==> config.mk <==
export PLATFORM = sky130hd
export DESIGN_NAME = vga_fb_scheduler
export DESIGN_NICKNAME = d
export VERILOG_FILES = /design/src/rtl/vga_fb_scheduler.sv
export SDC_FILE = /design/constraint.sdc
export NUM_CORES = 1
export LEC_CHECK = 0
export ABC_AREA = 0
export CELL_PAD_IN_SITES_DETAIL_PLACEMENT = 0
export CELL_PAD_IN_SITES_GLOBAL_PLACEMENT = 1
export CORE_MARGIN = 3
export CORE_UTILIZATION = 44
export CTS_CLUSTER_DIAMETER = 200
export DETAILED_ROUTE_END_ITERATION = 8
export PLACE_DENSITY = 0.77
export SLEW_MARGIN = 20
export SYNTH_ARGS = -nofsm -noshare
export SYNTH_HDL_FRONTEND = slang
export SYNTH_SLANG_ARGS = --single-unit
==> constraint.sdc <==
create_clock -name iVGA_CLK -period 2.4 [get_ports iVGA_CLK]
set_input_delay 0.72 -clock iVGA_CLK [delete_from_list [all_inputs] [get_ports iVGA_CLK]]
set_output_delay 0.72 -clock iVGA_CLK [all_outputs]
set_load 0.01 [all_outputs]
==> src/rtl/vga_fb_scheduler.sv <==
`default_nettype none
// ============================================================================
//  Module   : vga_fb_scheduler
//  Purpose  : Shares one single-port frame-buffer RAM between display
//             prefetch (priority, keeps a pixel FIFO ahead of scan-out) and
//             an external pixel writer that uses the leftover cycles.
//  Revision : 1.0 - initial release
// ============================================================================
module vga_fb_scheduler #(
  parameter int ADDR_W     = 19,
  parameter int DATA_W     = 12,
  parameter int H_ACTIVE   = 640,
  parameter int V_ACTIVE   = 480,
  parameter int FIFO_DEPTH = 16
) (
  input  logic              iVGA_CLK,
  input  logic              iRST_n,
  input  logic              iVS,
  input  logic              iBLANK_n,
  output logic [DATA_W-1:0] oPIX,
  output logic              oUNDERFLOW,
  input  logic              iWR_REQ,
  input  logic [ADDR_W-1:0] iWR_ADDR,
  input  logic [DATA_W-1:0] iWR_DATA,
  output logic              oWR_ACK,
  output logic [ADDR_W-1:0] oMEM_ADDR,
  output logic [DATA_W-1:0] oMEM_WDATA,
  output logic              oMEM_WE,
  input  logic [DATA_W-1:0] iMEM_RDATA
);

  localparam int PTR_W = $clog2(FIFO_DEPTH);
  localparam int CNT_W = PTR_W + 1;
  localparam logic [ADDR_W-1:0] C_FRAME_PIX = ADDR_W'(H_ACTIVE * V_ACTIVE);
  localparam logic [CNT_W:0]    C_DEPTH     = (CNT_W + 1)'(FIFO_DEPTH);

  typedef enum logic [1:0] {
    ST_WAIT_VS = 2'd0,
    ST_FLUSH   = 2'd1,
    ST_FETCH   = 2'd2,
    ST_DONE    = 2'd3
  } state_t;

  state_t              state_q, state_d;
  logic                vs_q;
  logic [ADDR_W-1:0]   rd_addr_q, rd_addr_d;
  // Read pipeline: stage 1 = address on the bus, stage 2 = data on iMEM_RDATA.
  logic                s1_vld_q, s2_vld_q, s2_drop_q;
  logic [DATA_W-1:0]   fifo_mem [FIFO_DEPTH];
  logic [PTR_W-1:0]    wptr_q, rptr_q;
  logic [CNT_W-1:0]    count_q, count_d;
  logic [DATA_W-1:0]   pix_q;
  logic                uf_q, ack_q, we_q;
  logic [ADDR_W-1:0]   maddr_q;
  logic [DATA_W-1:0]   mwdata_q;

  logic                frame_start, flush, rd_grant, wr_grant, push, pop, empty;
  logic [CNT_W:0]      reserved;

  assign frame_start = vs_q & ~iVS;
  assign flush       = (state_q == ST_FLUSH);
  assign empty       = (count_q == '0);
  // FIFO slots already holding data plus reads still on their way back.
  assign reserved    = {1'b0, count_q} + (CNT_W + 1)'(s1_vld_q) + (CNT_W + 1)'(s2_vld_q);
  assign rd_grant    = (state_q == ST_FETCH) && (rd_addr_q < C_FRAME_PIX) && (reserved < C_DEPTH);
  assign wr_grant    = !rd_grant && iWR_REQ && !flush;
  assign push        = s2_vld_q && !s2_drop_q && !flush;
  assign pop         = iBLANK_n && !flush && !empty;

  // Next-state, fetch address and FIFO occupancy.
  always_comb begin
    state_d   = state_q;
    rd_addr_d = rd_addr_q;
    count_d   = count_q;
    if (frame_start) begin
      state_d = ST_FLUSH;
    end else begin
      case (state_q)
        ST_WAIT_VS: state_d = ST_WAIT_VS;
        ST_FLUSH:   state_d = ST_FETCH;
        ST_FETCH:   if (rd_addr_q == C_FRAME_PIX) state_d = ST_DONE;
        ST_DONE:    state_d = ST_DONE;
        default:    state_d = ST_WAIT_VS;
      endcase
    end
    if (flush)         rd_addr_d = '0;
    else if (rd_grant) rd_addr_d = rd_addr_q + 1'b1;
    if (flush)             count_d = '0;
    else if (push && !pop) count_d = count_q + 1'b1;
    else if (pop && !push) count_d = count_q - 1'b1;
  end

  // State register plus the vsync edge detector.
  always_ff @(posedge iVGA_CLK or negedge iRST_n) begin
    if (!iRST_n) begin
      state_q <= ST_WAIT_VS;
      vs_q    <= 1'b0;
    end else begin
      state_q <= state_d;
      vs_q    <= iVS;
    end
  end

  // FIFO storage; contents need no reset because occupancy gates every read.
  always_ff @(posedge iVGA_CLK) begin
    if (push) fifo_mem[wptr_q] <= iMEM_RDATA;
  end

  // Fetch pointer, read pipeline, FIFO pointers and pixel output.
  always_ff @(posedge iVGA_CLK or negedge iRST_n) begin
    if (!iRST_n) begin
      rd_addr_q <= '0;
      s1_vld_q  <= 1'b0;
      s2_vld_q  <= 1'b0;
      s2_drop_q <= 1'b0;
      wptr_q    <= '0;
      rptr_q    <= '0;
      count_q   <= '0;
      pix_q     <= '0;
      uf_q      <= 1'b0;
    end else begin
      rd_addr_q <= rd_addr_d;
      count_q   <= count_d;
      s1_vld_q  <= rd_grant;
      s2_vld_q  <= s1_vld_q;
      // A read launched before the flush returns stale data; drop it.
      s2_drop_q <= flush;
      if (flush) begin
        wptr_q <= '0;
        rptr_q <= '0;
        pix_q  <= '0;
        uf_q   <= 1'b0;
      end else begin
        if (push) wptr_q <= wptr_q + 1'b1;
        if (pop)  rptr_q <= rptr_q + 1'b1;
        if (iBLANK_n && !empty) begin
          pix_q <= fifo_mem[rptr_q];
        end else begin
          pix_q <= '0;
          if (iBLANK_n) uf_q <= 1'b1;
        end
      end
    end
  end

  // Registered RAM bus: prefetch read, else writer, else idle with address held.
  always_ff @(posedge iVGA_CLK or negedge iRST_n) begin
    if (!iRST_n) begin
      maddr_q  <= '0;
      mwdata_q <= '0;
      we_q     <= 1'b0;
      ack_q    <= 1'b0;
    end else begin
      ack_q <= wr_grant;
      if (rd_grant) begin
        maddr_q <= rd_addr_q;
        we_q    <= 1'b0;
      end else if (wr_grant) begin
        maddr_q  <= iWR_ADDR;
        mwdata_q <= iWR_DATA;
        we_q     <= 1'b1;
      end else begin
        we_q <= 1'b0;
      end
    end
  end

  assign oPIX       = pix_q;
  assign oUNDERFLOW = uf_q;
  assign oWR_ACK    = ack_q;
  assign oMEM_ADDR  = maddr_q;
  assign oMEM_WDATA = mwdata_q;
  assign oMEM_WE    = we_q;

endmodule
`default_nettype wire

==> summary.md <==
| Metric | Value |
|---|---|
| Seq/Total Area, Yosys | 69.21% |
| Syn avg cell area | 16.43 um^2 |
| Crit path time final | 2.319 ns |
| Critical Path, Cell by Cell | or4_4, o21ai_4, nand3_4, buf_4, ha_1, nand3_2, and3_1, o21ai_1, mux2i_1 |
| Final Max Tran Viols | 0 |
| Total GRT Usage | 18.00% |
| # H-tree levels | 1 |
| Crit. End Element | flip-flop |
| Data required, critical path | 2.82 ns |
| Initial DRT Pass Iterations | 5 |
| Max clock buf depth | 3 |
| Max incr delay on CP | 0.56 ns |
| Initial antenna violation count | 0 |
| Worst r2r path cells | 9 |
| Worst Hold Depth | 0 |
| GR Overflow Total | 0 |
| Post-CTS setup buffer count | 0 |
| Rows | 58 |
| Initial Utilization | 45.01% |
| WHS | 0.4063 ns |
| Syn Nets | 753 |
| Final period utilization | 96.61% |
| Top cell type's share of synthesized area | 50.72% |
| Global-route wire length before repair | 39,940 um |
| Setup TNS Final | 0 ns |
| Gp weighted congestion | 0.8718 |
| CTS sink cnt | 276 |
| Die Height | 166.7 um |
| Worst r2r dst | count_q[3]$_DFFE_PN0P_ |
| DRT iter0 DRCs | 631 |
| Maxcap violations | 0 |
| Post-DP HPWL | 15,970 um |
| Post-route DRC | 0 |
| Prevailing post-synth register cell | edfxtp_1 |
| Synth top area cells | edfxtp_1 (51%), dfrtp_1 (18%), mux4_2 (9.5%) |
| Routed Antenna Nets | 0 |
| I/O pin total | 94 |
| Relative slew slack | 52.40% |
| Fin. Hold Viols | 0 |
| Final core utilization | 55.77% |
| Max Fclk | 0.4313 GHz |
| Maximum number of pins on one net before global-route repair | 54 |
| WL per Instance | 20.95 um |
| Reg clk slew, reported paths | 0.06 ns |
| Post-synth EDFFs | 192 |
| Hold Path Class | reg2reg |
| Vias in the first global route | 7,078 |
| Number of buffers inserted by port buffering | 93 |
| Final WL | 24,780 um |
| Status | complete, no violations |
| Die width | 166.7 um |
| Reg-to-Reg Start | count_q[4]$_DFFE_PN0P_ |
| R2R Setup Slk | 0.08 ns |
| Startpoint Class | flip-flop |
| Clock Latency Late Sink | 0.55 ns |
| Cells after Synth | 692 |
| Leading area contributor after synthesis | edfxtp_1 |
| Leakage power figure | 5.076 nW |
| Yosys warnings | 0 |
| Final Skew | 0.01228 ns |
| Kind of critical path | reg2reg |
| DIE AREA | 0.02780 mm^2 |
| TritonCTS buffer count | 28 |
| Asr flop ratio synth | 30.43% |
| Diode count | 0 |
| Netlist cell types | 50 |
| Pwr/cell area | 1017 mW/mm^2 |
| CTS tree | done |
| Hold Path Origin | s1_vld_q$_DFF_PN0_ |
| Final net count | 892 |
| Crit path max-delay cell type | or4_4 |
| WP data arrival | 2.74 ns |
| Share of layout cells above drive strength 1 | 21.81% |
| Worst-Margin Slew | 0.7132 ns |
| Final number of setup-violating endpoints | 0 |
| Area growth syn-to-layout | 23.90% |
| RSZ-0062 raised after global routing | true |
| Root buf cell | clkbuf_16 |
| Crit path max fanout | 5 |
| Vias post-DR | 6,632 |
| Seq cells post-synth | 276 |
| VDD IR-drop max | 0.0006696 V |
| Vias/cell | 5.606 |
| Min-Delay Endpoint | s2_vld_q$_DFF_PN0_ |
| Synth Cell Area | 0.01137 mm^2 |
| Core ar. | 0.02525 mm^2 |
## flip-flops by register name, summed over array words and instances, names as in the netlist
name        flops
oWR_ACK         1
oMEM_ADDR      19
vs_q            1
oMEM_WDATA     12
state_q         2
oMEM_WE         1
fifo_mem      192
oPIX           12
oUNDERFLOW      1
s1_vld_q        1
wptr_q          4
rptr_q          4
count_q         5
rd_addr_q      19
s2_vld_q        1
s2_drop_q       1
## layout by cell type, fill, tap and decap left out, drive strengths merged, types with 2 or more instances in the layout
cell             n
dfrtp           84
nand3           30
nand2           26
xor2             7
and3             4
a21o             2
a211oi          25
clkbuf          41
clkdlybuf4s50   92
and4             2
and2             6
o21ai           24
a211o            2
nor2            16
nor4             9
o21a             2
mux2i           44
nor2b           13
or3              2
o211ai           2
mux4            48
buf             60
clkinv           6
bufinv           3
inv             15
nand4            5
edfxtp         192
ha              12
nor3             8
o31ai            7
or4             10
mux2            13
clkinvlp         2
a21oi           15
nand2b           9
## metal layers
layer  vias to the layer above  GRT usage, %  wire length, um
met5                         -             0                0
met4                         0         4.340              442
met3                        35         3.062             1594
met2                       216         29.83            12260
met1                      3407         25.24            10480
li1                       2974             -                -
## stage by stage
stage | cell area [um^2] | worst slack [ns] | cells | total power [W]
after CTS | 14050 | 0.006381 | 1183 | 0.01444
after global placement | 13060 | -0.1321 | 1130 | 0.009792
final | 14080 | 0.08145 | 1183 | 0.01432
after global routing | 14080 | -0.04348 | 1183 | 0.01507
after detailed placement | 13060 | -0.2534 | 1130 | 0.009917
after floorplan | 11370 | -0.2032 | 692 | 0.008301
## where the power goes
part | internal, W | switching [W]
Sequential | 0.00558 | 0.000316
Combinational | 0.00208 | 0.00187
Clock | 0.00267 | 0.00179
## cells by family after synthesis
logic type	after synthesis	share of synthesized area, %
DFF	276	69.21
and+or+nand+nor	146	7.034
muxes	105	14.67
AOI/OAI and AO/OA	85	4.843
buffers and inverters	59	2.124
adders and majority gates	13	1.497
xor gates and xnor gates	8	0.6164
## cell type report
cell class              instances  area [um^2]
inverters                      15        56.30
well taps                     330        412.9
flip-flops and latches        276         7870
clock inverters                11        158.9
fillers                      1930        11170
repair buffers                153         1419
clock buffers                  41        809.5
multi-input cells             357         3357
## cells in the mapped netlist, types with 4 or more instances
cell and n:
clkbuf_1 29, buf_2 9, o31ai_1 7, mux4_2 48, nand4_1 5, xor2_1 7
a211oi_1 25, or4_1 9, nor2_1 16, dfrtp_1 84, and2_1 6, mux2_2 13
nor4_1 9, mux2i_1 44, edfxtp_1 192, and3_1 4, ha_1 12, nand2b_1 9
buf_1 4, nand3_1 30, a21oi_1 15, nand2_1 26, o21ai_0 23, nor2b_1 13
inv_1 15, nor3_1 8
## worst max-delay path, delay by kind of cell, from the launching register on
| kind | cells | cell delay, ns |
|---|---|---|
| buf+inv | 1 | 0.18 |
| compound gates | 2 | 0.30 |
| simple gates | 4 | 0.96 |
| mux | 1 | 0.09 |
| flops | 1 | 0.38 |
| fa+ha+maj | 1 | 0.30 |
## what timing repair did
action	CTS	global route
hold buffers	1	0
endpoints found under the hold margin	2	0
pin swaps	0	1
resized for setup	2	7
endpoints found under the setup margin	2	9
## how the worst max path moves through the flow
stage	slack, ns	start	endpoint	depth (start not counted)
2_1_floorplan	-0.20	s2_vld_q$_DFF_PN0_	fifo_mem[0][0]$_DFFE_PP_	4
3_3_place_gp	-0.13	iBLANK_n	count_q[3]$_DFFE_PN0P_	9
3_5_place_dp	-0.25	iBLANK_n	count_q[4]$_DFFE_PN0P_	8
4_1_cts	0.006	count_q[4]$_DFFE_PN0P_	count_q[4]$_DFFE_PN0P_	8
5_1_grt	-0.04	count_q[4]$_DFFE_PN0P_	count_q[3]$_DFFE_PN0P_	9
6_report	0.08	count_q[4]$_DFFE_PN0P_	count_q[3]$_DFFE_PN0P_	9
(Power assumes the default switching activity.)
